File: src/rtl/alloc_pkg.sv
// Shared types and helpers for the block allocator and its free-side counterpart.
// Latency: n/a (package only).
// Backpressure: n/a.
package alloc_pkg;

  localparam int NUM_BLOCKS       = 32;
  localparam int NUM_BLOCKS_WIDTH = $clog2(NUM_BLOCKS);

  // One bit wider than a block index so addr+size cannot overflow.
  typedef logic [NUM_BLOCKS_WIDTH:0] blk_ext_t;

  typedef enum logic [1:0] {
    IDLE  = 2'd0,
    CLEAR = 2'd1,
    DONE  = 2'd2
  } alloc_free_state_t;

  // Bits addr..addr+size-1 set; anything past the top block is dropped.
  function automatic logic [NUM_BLOCKS-1:0] range_mask(
    input logic [NUM_BLOCKS_WIDTH-1:0] addr,
    input logic [NUM_BLOCKS_WIDTH-1:0] size
  );
    blk_ext_t lo;
    blk_ext_t hi;
    range_mask = '0;
    lo = {1'b0, addr};
    hi = lo + {1'b0, size};
    for (int i = 0; i < NUM_BLOCKS; i++) begin
      range_mask[i] = (blk_ext_t'(i) >= lo) && (blk_ext_t'(i) < hi);
    end
  endfunction

endpackage

File: src/rtl/block_range_mask.sv
// Range-to-bitmask decoder with zero-size and upper-bound check.
// Latency: combinational.
// Backpressure: none.
// Ports: addr/size in -> mask (blocks addr..addr+size-1), in_range (size!=0 and addr+size<=N).
module block_range_mask #(
  parameter int N = alloc_pkg::NUM_BLOCKS,
  parameter int W = $clog2(N)
) (
  input  logic [W-1:0] addr,
  input  logic [W-1:0] size,
  output logic [N-1:0] mask,
  output logic         in_range
);
  import alloc_pkg::*;

  typedef logic [W:0] ext_t;

  ext_t lo;
  ext_t hi;

  always_comb begin
    lo       = {1'b0, addr};
    hi       = lo + {1'b0, size};
    in_range = (size != '0) && (hi <= ext_t'(N));
    mask     = '0;
    for (int i = 0; i < N; i++) begin
      mask[i] = (ext_t'(i) >= lo) && (ext_t'(i) < hi);
    end
  end

endmodule

File: src/rtl/block_free.sv
// Free-side walker: validates a free against a shadow ownership bitmap, then emits one clear per block.
// Latency: clears at T+1..T+size after en at edge T, o_done at T+size+1 (error: o_done at T+1).
// Backpressure: none; en is only sampled in IDLE, requests arriving while busy are dropped.
// Ports: clk/rst (async active-low); alloc_* grant records; en/free_* request;
//        o_clr_valid/o_clr_idx clear stream; o_done/o_err completion; o_busy; o_used_count popcount.
module block_free #(
  parameter int NUM_BLOCKS       = alloc_pkg::NUM_BLOCKS,
  parameter int NUM_BLOCKS_WIDTH = $clog2(NUM_BLOCKS)
) (
  input  logic                        clk,
  input  logic                        rst,
  input  logic                        alloc_valid,
  input  logic [NUM_BLOCKS_WIDTH-1:0] alloc_addr,
  input  logic [NUM_BLOCKS_WIDTH-1:0] alloc_size,
  input  logic                        en,
  input  logic [NUM_BLOCKS_WIDTH-1:0] free_addr,
  input  logic [NUM_BLOCKS_WIDTH-1:0] free_size,
  output logic                        o_clr_valid,
  output logic [NUM_BLOCKS_WIDTH-1:0] o_clr_idx,
  output logic                        o_done,
  output logic                        o_err,
  output logic                        o_busy,
  output logic [NUM_BLOCKS_WIDTH:0]   o_used_count
);
  import alloc_pkg::*;

  localparam int W = NUM_BLOCKS_WIDTH;
  typedef logic [W:0] cnt_t;

  alloc_free_state_t     state_q, state_d;
  logic [NUM_BLOCKS-1:0] shadow_q, shadow_d;
  logic [W-1:0]          cursor_q, cursor_d;
  logic [W-1:0]          remaining_q, remaining_d;
  logic                  fail_q, fail_d;
  logic                  clr_valid_q, clr_valid_d;
  logic [W-1:0]          clr_idx_q, clr_idx_d;
  logic                  done_q, done_d;
  logic                  err_q, err_d;
  logic                  busy_q, busy_d;
  cnt_t                  used_count_q, used_count_d;

  logic [NUM_BLOCKS-1:0] free_mask, alloc_mask;
  logic                  free_ok, alloc_ok;
  logic [NUM_BLOCKS-1:0] set_mask, clr_mask;

  block_range_mask #(.N(NUM_BLOCKS), .W(W)) u_free_rng (
    .addr     (free_addr),
    .size     (free_size),
    .mask     (free_mask),
    .in_range (free_ok)
  );

  block_range_mask #(.N(NUM_BLOCKS), .W(W)) u_alloc_rng (
    .addr     (alloc_addr),
    .size     (alloc_size),
    .mask     (alloc_mask),
    .in_range (alloc_ok)
  );

  always_comb begin
    state_d      = state_q;
    cursor_d     = cursor_q;
    remaining_d  = remaining_q;
    fail_d       = fail_q;
    clr_valid_d  = 1'b0;
    clr_idx_d    = '0;
    done_d       = 1'b0;
    err_d        = 1'b0;
    clr_mask     = '0;
    set_mask     = (alloc_valid && alloc_ok) ? alloc_mask : '0;

    case (state_q)
      IDLE: begin
        if (en) begin
          // Any block in range not currently owned means a double or stray free.
          if (!free_ok || ((free_mask & ~shadow_q) != '0)) begin
            fail_d  = 1'b1;
            state_d = DONE;
          end else begin
            fail_d      = 1'b0;
            cursor_d    = free_addr;
            remaining_d = free_size;
            state_d     = CLEAR;
          end
        end
      end
      CLEAR: begin
        clr_valid_d        = 1'b1;
        clr_idx_d          = cursor_q;
        clr_mask[cursor_q] = 1'b1;
        if (remaining_q == W'(1)) begin
          // Cursor holds on the last block so a range ending at the top never wraps.
          remaining_d = '0;
          state_d     = DONE;
        end else begin
          cursor_d    = cursor_q + W'(1);
          remaining_d = remaining_q - W'(1);
        end
      end
      DONE: begin
        done_d  = 1'b1;
        err_d   = fail_q;
        state_d = IDLE;
      end
      default: state_d = IDLE;
    endcase

    // A grant landing on a block being cleared this edge keeps it owned.
    shadow_d = (shadow_q & ~clr_mask) | set_mask;
    busy_d   = (state_d != IDLE);

    used_count_d = '0;
    for (int i = 0; i < NUM_BLOCKS; i++) begin
      used_count_d = used_count_d + cnt_t'(shadow_q[i]);
    end
  end

  always_ff @(posedge clk or negedge rst) begin
    if (!rst) begin
      state_q      <= IDLE;
      shadow_q     <= '0;
      cursor_q     <= '0;
      remaining_q  <= '0;
      fail_q       <= 1'b0;
      clr_valid_q  <= 1'b0;
      clr_idx_q    <= '0;
      done_q       <= 1'b0;
      err_q        <= 1'b0;
      busy_q       <= 1'b0;
      used_count_q <= '0;
    end else begin
      state_q      <= state_d;
      shadow_q     <= shadow_d;
      cursor_q     <= cursor_d;
      remaining_q  <= remaining_d;
      fail_q       <= fail_d;
      clr_valid_q  <= clr_valid_d;
      clr_idx_q    <= clr_idx_d;
      done_q       <= done_d;
      err_q        <= err_d;
      busy_q       <= busy_d;
      used_count_q <= used_count_d;
    end
  end

  assign o_clr_valid  = clr_valid_q;
  assign o_clr_idx    = clr_idx_q;
  assign o_done       = done_q;
  assign o_err        = err_q;
  assign o_busy       = busy_q;
  assign o_used_count = used_count_q;

endmodule

File: config.mk
export PLATFORM = sky130hd
export DESIGN_NAME = block_free
export DESIGN_NICKNAME = d
export VERILOG_FILES = /design/src/rtl/alloc_pkg.sv /design/src/rtl/block_range_mask.sv /design/src/rtl/block_free.sv
export SDC_FILE = /design/constraint.sdc
export NUM_CORES = 1
export LEC_CHECK = 0
export CAP_MARGIN = 15
export CORE_UTILIZATION = 45
export CTS_CLUSTER_SIZE = 16
export DETAILED_ROUTE_END_ITERATION = 12
export MAX_ROUTING_LAYER = met4
export PLACE_DENSITY = 0.73
export SYNTH_ARGS = -nofsm -noshare
export SYNTH_HDL_FRONTEND = slang
export SYNTH_SLANG_ARGS = --single-unit
File: constraint.sdc
create_clock -name clk -period 12.55 [get_ports clk]
set_input_delay 1.255 -clock clk [delete_from_list [all_inputs] [get_ports clk]]
set_output_delay 1.255 -clock clk [all_outputs]
set_load 0.01 [all_outputs]
==> results of run 1 <==
==> flip-flops by register name, indices dropped and copies added (netlist names) <==
name and cells:
state_q 2, fail_q 1, o_busy 1, o_used_count 6
o_clr_valid 1, cursor_q 5, o_err 1, remaining_q 5
o_clr_idx 5, o_done 1, shadow_q 32
==> metrics by stage <==
step	hold slack [ps]	utilization	instance area (um^2)	cells	worst slack [ps]
6_report	484.6	0.5260	6032	802	7200
5_1_grt	520.3	0.5260	6032	802	6694
4_1_cts	481.1	0.5260	6032	802	7206
3_5_place_dp	466.1	0.4954	5680	786	6877
3_3_place_gp	474.3	0.4954	5680	786	6931
2_1_floorplan	439.6	-	5308	633	7988
==> layer usage <==
metal	vias up	GRT usage	routed length, um
met5	-	-	0
met4	0	0.1173	521
met3	40	0.05269	805
met2	198	0.4460	7769
met1	2394	0.3355	6642
li1	2322	-	-
==> critical path, delay by kind of cell <==
kind                     cells  cell delay (ps)
adder cells (fa/ha/maj)      2              920
AO/OA/AOI/OAI                5             1170
buffers and inverters        2              930
AND/OR/NAND/NOR              4             1290
==> cells by family (layout without fill, tap and decap cells) <==
group | after synthesis | in the layout | share of synthesized area
compound gates | 240 | 240 | 0.2871
xor+xnor | 12 | 12 | 0.01980
fa+ha+maj | 50 | 50 | 0.1542
buf+inv | 92 | 118 | 0.08015
flops | 60 | 60 | 0.2829
mux | 4 | 4 | 0.007779
simple gates | 175 | 175 | 0.1681
==> layout make-up <==
type                    instances  area (um^2)
fillers                      1055         5435
multi-input cells             481         3381
flip-flops and latches         60         1501
repair buffers                 39        382.9
clock buffers                  12        256.5
inverters                      63        236.5
well taps                     143        178.9
clock inverters                 4        95.09
==> cell usage in the layout, fill, tap and decap left out, drive strengths merged, types with 8 or more instances in the layout <==
master         instances
a21o                   8
nand2                 44
o22ai                 15
o21ai                107
clkdlybuf4s50         37
ha                    23
nor2                  43
nand2b                 8
dfrtp                 60
inv                   62
fa                    26
a21oi                 40
xnor2                  9
nand3                 11
nor3                  19
clkbuf                12
==> final timing paths <==
path                            cells past startpoint  slack, ps                          to              startpoint
worst max-delay path                               13       7200  remaining_q[3]$_DFFE_PN0P_            free_addr[0]
worst min-delay path                                1        480        state_q[1]$_DFF_PN0_    state_q[1]$_DFF_PN0_
worst max register to register                     15       7800   o_used_count[4]$_DFF_PN0_  shadow_q[17]$_DFF_PN0_
worst min register to register                      1        480        state_q[1]$_DFF_PN0_    state_q[1]$_DFF_PN0_
max in group asynchronous                           2      10980      shadow_q[12]$_DFF_PN0_                     rst
min in group asynchronous                           2       1060  remaining_q[0]$_DFFE_PN0P_                     rst
==> results.yml, run 1 <==
outcome:
  status: "finished, final reports clean"
routing:
  drc_errors: 0
  viasPerCell: 6.177
  wl_per_cell_um: 19.62
  drt_pass1_iterations: 7
  drt-total-wl_um: 15740
  vias: 4954
  ant_nets: 0
  drt_iter0_markers: 392
global_route:
  antenna_found_initial: 0
  grt-ovfl-total: 0
  grt_max_degree: 61
  grt_pass1_vias: 4999
  grtUsageTotal: 0.2751
  grt_pass1_wl_um: 25850
synth:
  synth_top_area_frac: 0.2829
  ys_warn_count: 0
  netlist_area_um2: 5308
  ys_top_cells_by_count: "o21ai_0 (106), inv_1 (62), dfrtp_1 (60)"
  async_flop_share: 1.000
  ys_top_cells_by_area: "dfrtp_1 (28%), o21ai_0 (10%), fa_1 (9.8%)"
  synth-edff-count: 0
  yosysMostFrequentCell: "o21ai_0"
  synth_top_area_cell: "dfrtp_1"
  ys_seq_area_frac: 0.2829
  synth_cells: 633
  synth_fp_nets: 706
  avgSynthCellArea_um2: 8.385
  synth-seq-cells: 60
  synth_ff_type: "dfrtp_1"
  yosysUniqueCellTypes: 80
layout:
  syn_to_final_growth_pct: 13.65
  layout-drive-gt1-share: 0.07284
  fin_nets: 727
  n_antenna_cell: 0
critical_path:
  slowest_stage: "clkdlybuf4s50_1"
  critPathMaxFanout: 15
  crit_path_start_kind: "input pin"
  cp-end-kind: "flop"
  max_stage_delay_ps: 850
  crit_arrival_ps: 5570
  criticalPathCategory: "input pin to flop"
  path_cells: "clkdlybuf4s50_1, ha_1, inv_1, fa_1, and2b_2, nand3_1, o2bb2ai_1, o22ai_1, a2111oi_4, nand4_2, or4_4, a32oi_1, o21ai_1"
  critPathRequiredTime_ps: 12770
clock_network:
  ctsHoldBuffers: 0
  root_buffer: "clkbuf_16"
  cts_resized: 0
  cts.reportedPaths.clkPinSlew_ps: 50
  cts_buffers: 9
  clock_path_buffers: 2
  clock_sinks: 60
  cts_tree: "built"
  post-cts-setup-buffer-count: 0
  h-tree-depth: 3
  clk_latency_ps: 340
sta:
  hold_violations: 0
  finalClockSkew_ps: 4.479
  slew_violations: 0
  rsz0062_at_grt: "no"
  setup_viol: 0
  tightest_slew_ps: 885.0
  max_freq_mhz: 186.9
  slew_headroom: 0.4081
  finalSetupTns_ps: 0
  final.period_utilization: 0.4263
  fin_crit_ps: 5350
flow_run:
  maxCapViolations: 0
min_path:
  hp-class: "flop to flop"
die:
  die_x_um: 110.6
  chipHeight_um: 110.6
  num_rows: 39
  start_util: 0.4628
  ios: 39
  core_area_um2: 11470
  die-area_um2: 12230
place:
  gp_congestion: 0.9738
  numPortBuffers: 38
  dp_hpwl_um: 12090
Power of run 1 is left out: the tool's default activity adds up to more than one toggle a clock period on the data nets, which glitch-free logic cannot reach.
==> inputs of run 2 (changes only) <==
Clock period 12.55 ns to 5.5 ns, I/O delays scaled along.
==> run 2 against run 1 <==
Against the previous run:
- via count is 0.97% higher
- largest cell class unchanged
- worst hold slack lost 140 ps
- register-to-register slack got worse by 7000 ps
- critical path depth increased by 2
- count of clock-buffer cells in the layout shrank 1
- core utilization barely moved
==> results.yml, run 2 (synthesis gave the netlist of run 1 again) <==
routing:
  drt-total-wl_um: 15260
  vias: 5002
  ant_nets: 0
  drc_errors: 0
  wl_per_cell_um: 18.82
  drt_iter0_markers: 482
  viasPerCell: 6.168
  drt_pass1_iterations: 5
clock_network:
  clk_latency_ps: 340
  cts_resized: 0
  cts_tree: "built"
  ctsHoldBuffers: 0
  cts_buffers: 9
  post-cts-setup-buffer-count: 0
  h-tree-depth: 3
  clock_path_buffers: 2
  root_buffer: "clkbuf_16"
  clock_sinks: 60
  cts.reportedPaths.clkPinSlew_ps: 60
layout:
  fin_nets: 736
  final_common_cell: "o21ai_0"
  syn_to_final_growth_pct: 13.55
  layout.cells.most_common_list: "o21ai_0 (106), inv_1 (62), dfrtp_1 (60)"
  regMostFlops: "shadow_q"
  fin_area_um2: 6027
  n_antenna_cell: 0
  largest_register_ffs: 32
  layout-drive-gt1-share: 0.08533
flow_run:
  maxCapViolations: 0
sta:
  fin_crit_ps: 4733
  slew_violations: 0
  setup_viol: 0
  slew_headroom: 0.4810
  finalSetupTns_ps: 0
  final.period_utilization: 0.8605
  max_freq_mhz: 211.3
  hold_violations: 0
  rsz0062_at_grt: "no"
  tightest_slew_ps: 767.6
  finalClockSkew_ps: 8.277
critical_path:
  crit_path_start_kind: "flop"
  criticalPathCategory: "flop to flop"
  crit_arrival_ps: 4990
  critPathMaxFanout: 5
  critPathRequiredTime_ps: 5750
  cp-end-kind: "flop"
die:
  die-area_um2: 12230
  ios: 39
  num_rows: 39
  die_x_um: 110.6
  chipHeight_um: 110.6
  start_util: 0.4628
  core_area_um2: 11470
outcome:
  status: "finished, final reports clean"
global_route:
  grt-ovfl-total: 0
  use_met3: 0.04446
  grt_max_degree: 61
  grtUsageTotal: 0.2641
  grt_pass1_wl_um: 25030
  met1_usage: 0.3338
  grt_pass1_vias: 4936
  busiest_layer: "met2"
  antenna_found_initial: 0
  met2_usage: 0.4174
place:
  placed_area_um2: 5748
  dp_hpwl_um: 11590
  numPortBuffers: 38
  gp_congestion: 0.9614
min_path:
  hp-class: "input pin to async pin"
==> run 2: cell count changes in the layout (fill, tap and decap cells not counted) <==
cell / previous run / this run
bufinv_16: 3 / 0
inv_6: 0 / 1
clkinvlp_4: 0 / 3
buf_4: 1 / 10
clkbuf_8: 2 / 1
==> run 2: path summary, 6_finish.rpt <==
kind                                   startpoint                          to  slack [ps]  cells after the start
max                        shadow_q[21]$_DFF_PN0_   o_used_count[4]$_DFF_PN0_         770                     15
min                                           rst  remaining_q[4]$_DFFE_PN0P_         350                      2
max reg2reg                shadow_q[21]$_DFF_PN0_   o_used_count[4]$_DFF_PN0_         770                     15
min reg2reg                  state_q[1]$_DFF_PN0_            o_busy$_DFF_PN0_         490                      1
max in group asynchronous                     rst   o_used_count[0]$_DFF_PN0_        4630                      2
min in group clk             state_q[1]$_DFF_PN0_            o_busy$_DFF_PN0_         490                      1
==> run 2: worst max-delay path, cell delays in order, from the launching register on <==
cell and delay, ps:
dfrtp_1 450, fa_1 500, inv_1 50, fa_1 500, inv_1 50, fa_1 480, inv_1 50, fa_1 450
fa_1 490, fa_1 490, inv_1 40, ha_1 200, fa_1 400, a21o_1 200, a21oi_1 160, xnor2_1 130
==> run 2: layout make-up <==
| class | count | area [um^2] |
|---|---|---|
| tap | 143 | 178.9 |
| multi-input combinational | 481 | 3381 |
| fill | 1064 | 5440 |
| inverter | 63 | 236.5 |
| timing repair buffer | 48 | 450.4 |
| clock buffer | 11 | 242.7 |
| sequential | 60 | 1501 |
| clock inverter | 5 | 36.28 |
==> run 2: layer usage <==
metal	vias up	wire [um]
li1	2331	-
met1	2429	6499
met2	206	7360
met3	36	961
met4	0	439
met5	-	0
==> run 2: metrics by stage <==
| step | setup WS [ps] | utilization | cells | hold slack (ps) |
|---|---|---|---|---|
| after floorplan | 938.2 | - | 633 | 254.4 |
| after global placement | 826.0 | 0.5013 | 795 | 466.6 |
| after detailed placement | 780.3 | 0.5013 | 795 | 474.9 |
| after CTS | 767.6 | 0.5256 | 811 | 386.7 |
| after global routing | 624.9 | 0.5256 | 811 | 431.1 |
| final | 767.4 | 0.5256 | 811 | 346.3 |
Power of run 2 is left out for the same reason.
==> patch 1, RTL diff (settings of run 2) <==
`NUM_BLOCKS`: 32 -> 64.
--- a/src/rtl/alloc_pkg.sv
+++ b/src/rtl/alloc_pkg.sv
@@ -5,3 +5,3 @@
 
-  localparam int NUM_BLOCKS       = 32;
+  localparam int NUM_BLOCKS       = 64;
   localparam int NUM_BLOCKS_WIDTH = $clog2(NUM_BLOCKS);
Interface: changed (6 resized); port bits go from 39 to 45. The function was not compared with the original's and may differ.
==> patch 1 against run 2 <==
- the flow now finishes with violations (negative setup slack)
- setup slack got worse by 1.0 ns
- cell area rose by 75%
- sequential cell count rose by 36
- synthesized area rose by 67%
- wire length rose by 130%
- critical path depth rose by 5
- non-clock buffer count rose by 96
- fmax fell by 18%
- hold slack got worse by 0.17 ns
Power is not shown: default switching activity piles up to over one toggle a cycle in this logic, so the estimate is an artifact.
==> patch 1: results <==
[global_routing]
use_met3_pct = 7.71
grt.met1_usage_pct = 44.9
grt_pass1_wl_um = 53000
grt_util_all_layers_pct = 36.6
grt_max_degree = 56
grt_pass1_vias = 8948
met2_usage_pct = 54.2
grt_antenna_before_repair = 1

[synth]
syn_nets = 1188
yosys_most_used_dff = dfrtp_1
synth_commonest_cells = o21ai_0, inv_1, dfrtp_1
synth_seq_area_share_pct = 27.1
synthDistinctLibCells = 93
synthCells = 1074
yosys-top-cells-area = dfrtp_1, fa_1, o21ai_0, inv_1, ha_1

[status]
violations = negative setup slack
status = complete, but fails checks

[routing]
wl_met2_um = 15400
drt_iter0_drc = 1309
wirelength_um = 34900
route.met3.wl_um = 3650
first_pass_iters = 7
met1Wirelength_um = 13100
viasPerCell = 6.45

[place]
placed_cells = 1404
placed_cell_area_sq_mm = 0.0100
dp_slack_ns = -0.264
hpwl_um = 27000
port_buffers = 44
gp_congestion = 1.02

[sta]
worst_pin_slew_ns = 0.979
setup_viol = 4
tns_ns = -0.656
finClkSkew_ns = 0.00714
layout_setup_ws_ns = -0.274
hold_slack_ns = 0.175

[worst_setup_path]
reg2reg_depth = 20
critPathMaxStageDelay_ns = 0.53
endpoint = o_used_count[6]$_DFF_PN0_
crit_fanout = 2
reg2reg_from = shadow_q[47]$_DFF_PN0_
worstPathArrival_ns = 6.02
slowest_stage = fa_2
critPathLaunch = shadow_q[47]$_DFF_PN0_

[finish]
fillers = 1790
fin_nets = 1292
largest_register_ffs = 64
regMostFlops = shadow_q
stdcell_count = 1444
drive_above_1_share_pct = 14.5

[clock_network]
ctsResizeCount = 9
path_clk_slew_ns = 0.08
clock_latency_ns = 0.36

[min_path]
hold_class = input pin to async pin
-- patch 1: cell types whose count changed after synthesis, sizes merged, moves of 12 or more --
cell and change:
inv +53, o21ai +49, nand2 +40, nor2 +40, dfrtp +36, fa +30, a21oi +15, o22ai +15
nand3 +14, buf +12
-- patch 1: cell type report --
class / instances / area, sq um / share of cell area, %
Multi-Input combinational cell: 811 / 5910 / 55.9
Sequential cell: 96 / 2400 / 22.7
Timing Repair Buffer: 144 / 1190 / 11.2
Inverter: 116 / 435 / 4.12
Tap cell: 260 / 325 / 3.08
Clock buffer: 9 / 225 / 2.13
Clock inverter: 7 / 85.1 / 0.805
Antenna cell: 1 / 2.50 / 0.0237
-- patch 1: cells by family after synthesis --
kind of cell             after synthesis  share of synthesized area, %
multiplexers                           3                         0.339
XOR/XNOR                              15                          1.57
AO/OA/AOI/OAI                        404                          29.9
adder cells (fa/ha/maj)               86                          16.9
flip-flops                            96                          27.1
AND/OR/NAND/NOR                      303                          16.8
buffers and inverters                167                          7.45
==> patch 2, RTL diff (settings of run 2) <==
Without the edit above. Add an input register stage for `alloc_valid`, `alloc_addr`, `alloc_size`, `en`, `free_addr` and `free_size`; this delays them by one clock. Comments in the files are not updated.
--- a/src/rtl/block_free.sv
+++ b/src/rtl/block_free.sv
@@ -29,2 +29,18 @@
 
+  logic alloc_valid_q;
+  logic [NUM_BLOCKS_WIDTH-1:0] alloc_addr_q;
+  logic [NUM_BLOCKS_WIDTH-1:0] alloc_size_q;
+  logic en_q;
+  logic [NUM_BLOCKS_WIDTH-1:0] free_addr_q;
+  logic [NUM_BLOCKS_WIDTH-1:0] free_size_q;
+
+  always_ff @(posedge clk) begin
+    alloc_valid_q <= alloc_valid;
+    alloc_addr_q  <= alloc_addr;
+    alloc_size_q  <= alloc_size;
+    en_q          <= en;
+    free_addr_q   <= free_addr;
+    free_size_q   <= free_size;
+  end
+
   alloc_free_state_t     state_q, state_d;
@@ -46,4 +62,4 @@
   block_range_mask #(.N(NUM_BLOCKS), .W(W)) u_free_rng (
-    .addr     (free_addr),
-    .size     (free_size),
+    .addr     (free_addr_q),
+    .size     (free_size_q),
     .mask     (free_mask),
@@ -53,4 +69,4 @@
   block_range_mask #(.N(NUM_BLOCKS), .W(W)) u_alloc_rng (
-    .addr     (alloc_addr),
-    .size     (alloc_size),
+    .addr     (alloc_addr_q),
+    .size     (alloc_size_q),
     .mask     (alloc_mask),
@@ -69,3 +85,3 @@
     clr_mask     = '0;
-    set_mask     = (alloc_valid && alloc_ok) ? alloc_mask : '0;
+    set_mask     = (alloc_valid_q && alloc_ok) ? alloc_mask : '0;
 
@@ -73,3 +89,3 @@
       IDLE: begin
-        if (en) begin
+        if (en_q) begin
           // Any block in range not currently owned means a double or stray free.
@@ -80,4 +96,4 @@
             fail_d      = 1'b0;
-            cursor_d    = free_addr;
-            remaining_d = free_size;
+            cursor_d    = free_addr_q;
+            remaining_d = free_size_q;
             state_d     = CLEAR;
Function: changed (a bounded check fails within 4 cycles, from zero or initial values and one cycle with rst low).
==> patch 2 against run 2 <==
- setup slack worse by 0.0077 ns
- via count up 2.8%
- sequential cell count up 22
- sequential share of layout area up 5.0 points
- wire length up 6.6%
- cell area up 7.6%
- hold slack worse by 0.0026 ns
- synthesized area up 7.4%
- critical path type unchanged
==> patch 2: results <==
[synth]
yosys_most_used_dff = dfrtp_1
synthDistinctLibCells = 85
synth_seq_area_share_pct = 34.1
yosys-top-cells-area = dfrtp_1, fa_1, dfxtp_1, o21ai_0, ha_1
synth_commonest_cells = o21ai_0, inv_1, dfrtp_1
ys_async_sr_fraction_pct = 73.2
syn_nets = 713

[global_routing]
grt_util_all_layers_pct = 27.1
grt_pass1_wl_um = 26200
grt_pass1_vias = 5041
grt_max_degree = 61

[sta]
max_slew_margin_pct = 45.7
finClkSkew_ns = 0.00962
hold_slack_ns = 0.344

[worst_setup_path]
timing.rr.end = o_used_count[5]$_DFF_PN0_
crit_fanout = 3
reg2reg_from = shadow_q[0]$_DFF_PN0_
worstPathRequired_ns = 5.75

[routing]
viasPerCell = 6.11
drt_iter0_drc = 543
wirelength_um = 16300

[place]
dp_slack_ns = 0.777
placed_cell_area_sq_mm = 0.00618
hpwl_um = 12300
gp_congestion = 0.944

[finish]
drive_above_1_share_pct = 7.57
fillers = 1109
fin_nets = 742

[clock_network]
clock_latency_ns = 0.36
htreeDepth = 3
path_clk_slew_ns = 0.06
cts-buffers-inserted = 9
ctsResizeCount = 0
root_buffer = clkbuf_16

[power_and_ir_drop]
vdd_drop_max_mv = 0.829

[status]
status = finished, final reports clean
[patch 2: cells by family (layout without fill, tap and decap cells)]
| group | after synthesis | in the layout | share of synthesized area, % |
|---|---|---|---|
| AOI/OAI and AO/OA | 221 | 221 | 25.8 |
| and+or+nand+nor | 187 | 187 | 16.8 |
| buffers and inverters | 87 | 121 | 6.60 |
| DFF | 82 | 82 | 34.0 |
| adders and majority gates | 49 | 49 | 14.2 |
| xor gates and xnor gates | 11 | 11 | 2.02 |
| muxes | 3 | 3 | 0.527 |
[patch 2: how the worst max path moves through the flow]
stage                          startpoint                   endpoint  slack, ns  depth (start not counted)
CTS                 shadow_q[0]$_DFF_PN0_  o_used_count[5]$_DFF_PN0_       0.73                         15
global route        shadow_q[0]$_DFF_PN0_  o_used_count[5]$_DFF_PN0_       0.56                         15
finish              shadow_q[0]$_DFF_PN0_  o_used_count[5]$_DFF_PN0_       0.76                         15
floorplan           shadow_q[0]$_DFF_PN0_  o_used_count[4]$_DFF_PN0_       0.98                         13
detailed placement  shadow_q[0]$_DFF_PN0_  o_used_count[5]$_DFF_PN0_       0.78                         15
global placement    shadow_q[0]$_DFF_PN0_  o_used_count[4]$_DFF_PN0_       0.90                         13
[patch 2: layout make-up]
type | instances | area (sq um) | area share, %
repair buffers | 42 | 405 | 6.25
clock inverters | 7 | 82.6 | 1.27
well taps | 168 | 210 | 3.24
multi-input cells | 471 | 3380 | 52.2
inverters | 63 | 236 | 3.65
flip-flops and latches | 82 | 1940 | 29.9
clock buffers | 9 | 225 | 3.47
[patch 2: power by group through the flow]
stage	Combinational, mW	Sequential, mW	Clock (mW)
5_1_grt	3.33	1.06	0.665
3_3_place_gp	2.81	1.03	0
2_1_floorplan	2.31	0.970	0
6_report	2.91	1.04	0.632
3_5_place_dp	2.91	1.04	0
4_1_cts	2.94	1.03	0.639
[patch 2: worst max-delay path, cell delays in order, from the launching register on]
cell     delay [ns]
dfrtp_1        0.42
fa_1           0.55
inv_1          0.06
fa_1           0.41
inv_1          0.09
fa_1           0.44
fa_1           0.52
fa_1           0.55
inv_1          0.05
fa_1           0.53
inv_1          0.07
ha_1           0.29
a21o_1         0.15
a21oi_1        0.24
nor2b_1        0.09
o21a_1         0.17
[patch 2: metal layers]
layer  track usage (%)  wire, um  vias up
li1                  -         -     2366
met1              34.8      7030     2502
met2              42.8      7690      237
met3              3.44      1040       38
met4              12.9       508        0
met5                 -         0        -
[patch 2: metrics by stage]
stage	total power [mW]	cells	utilization, %
finish	4.58	842	53.3
global route	5.06	842	53.3
CTS	4.62	842	53.3
detailed placement	3.95	826	50.8
global placement	3.83	826	50.8
floorplan	3.28	640	-
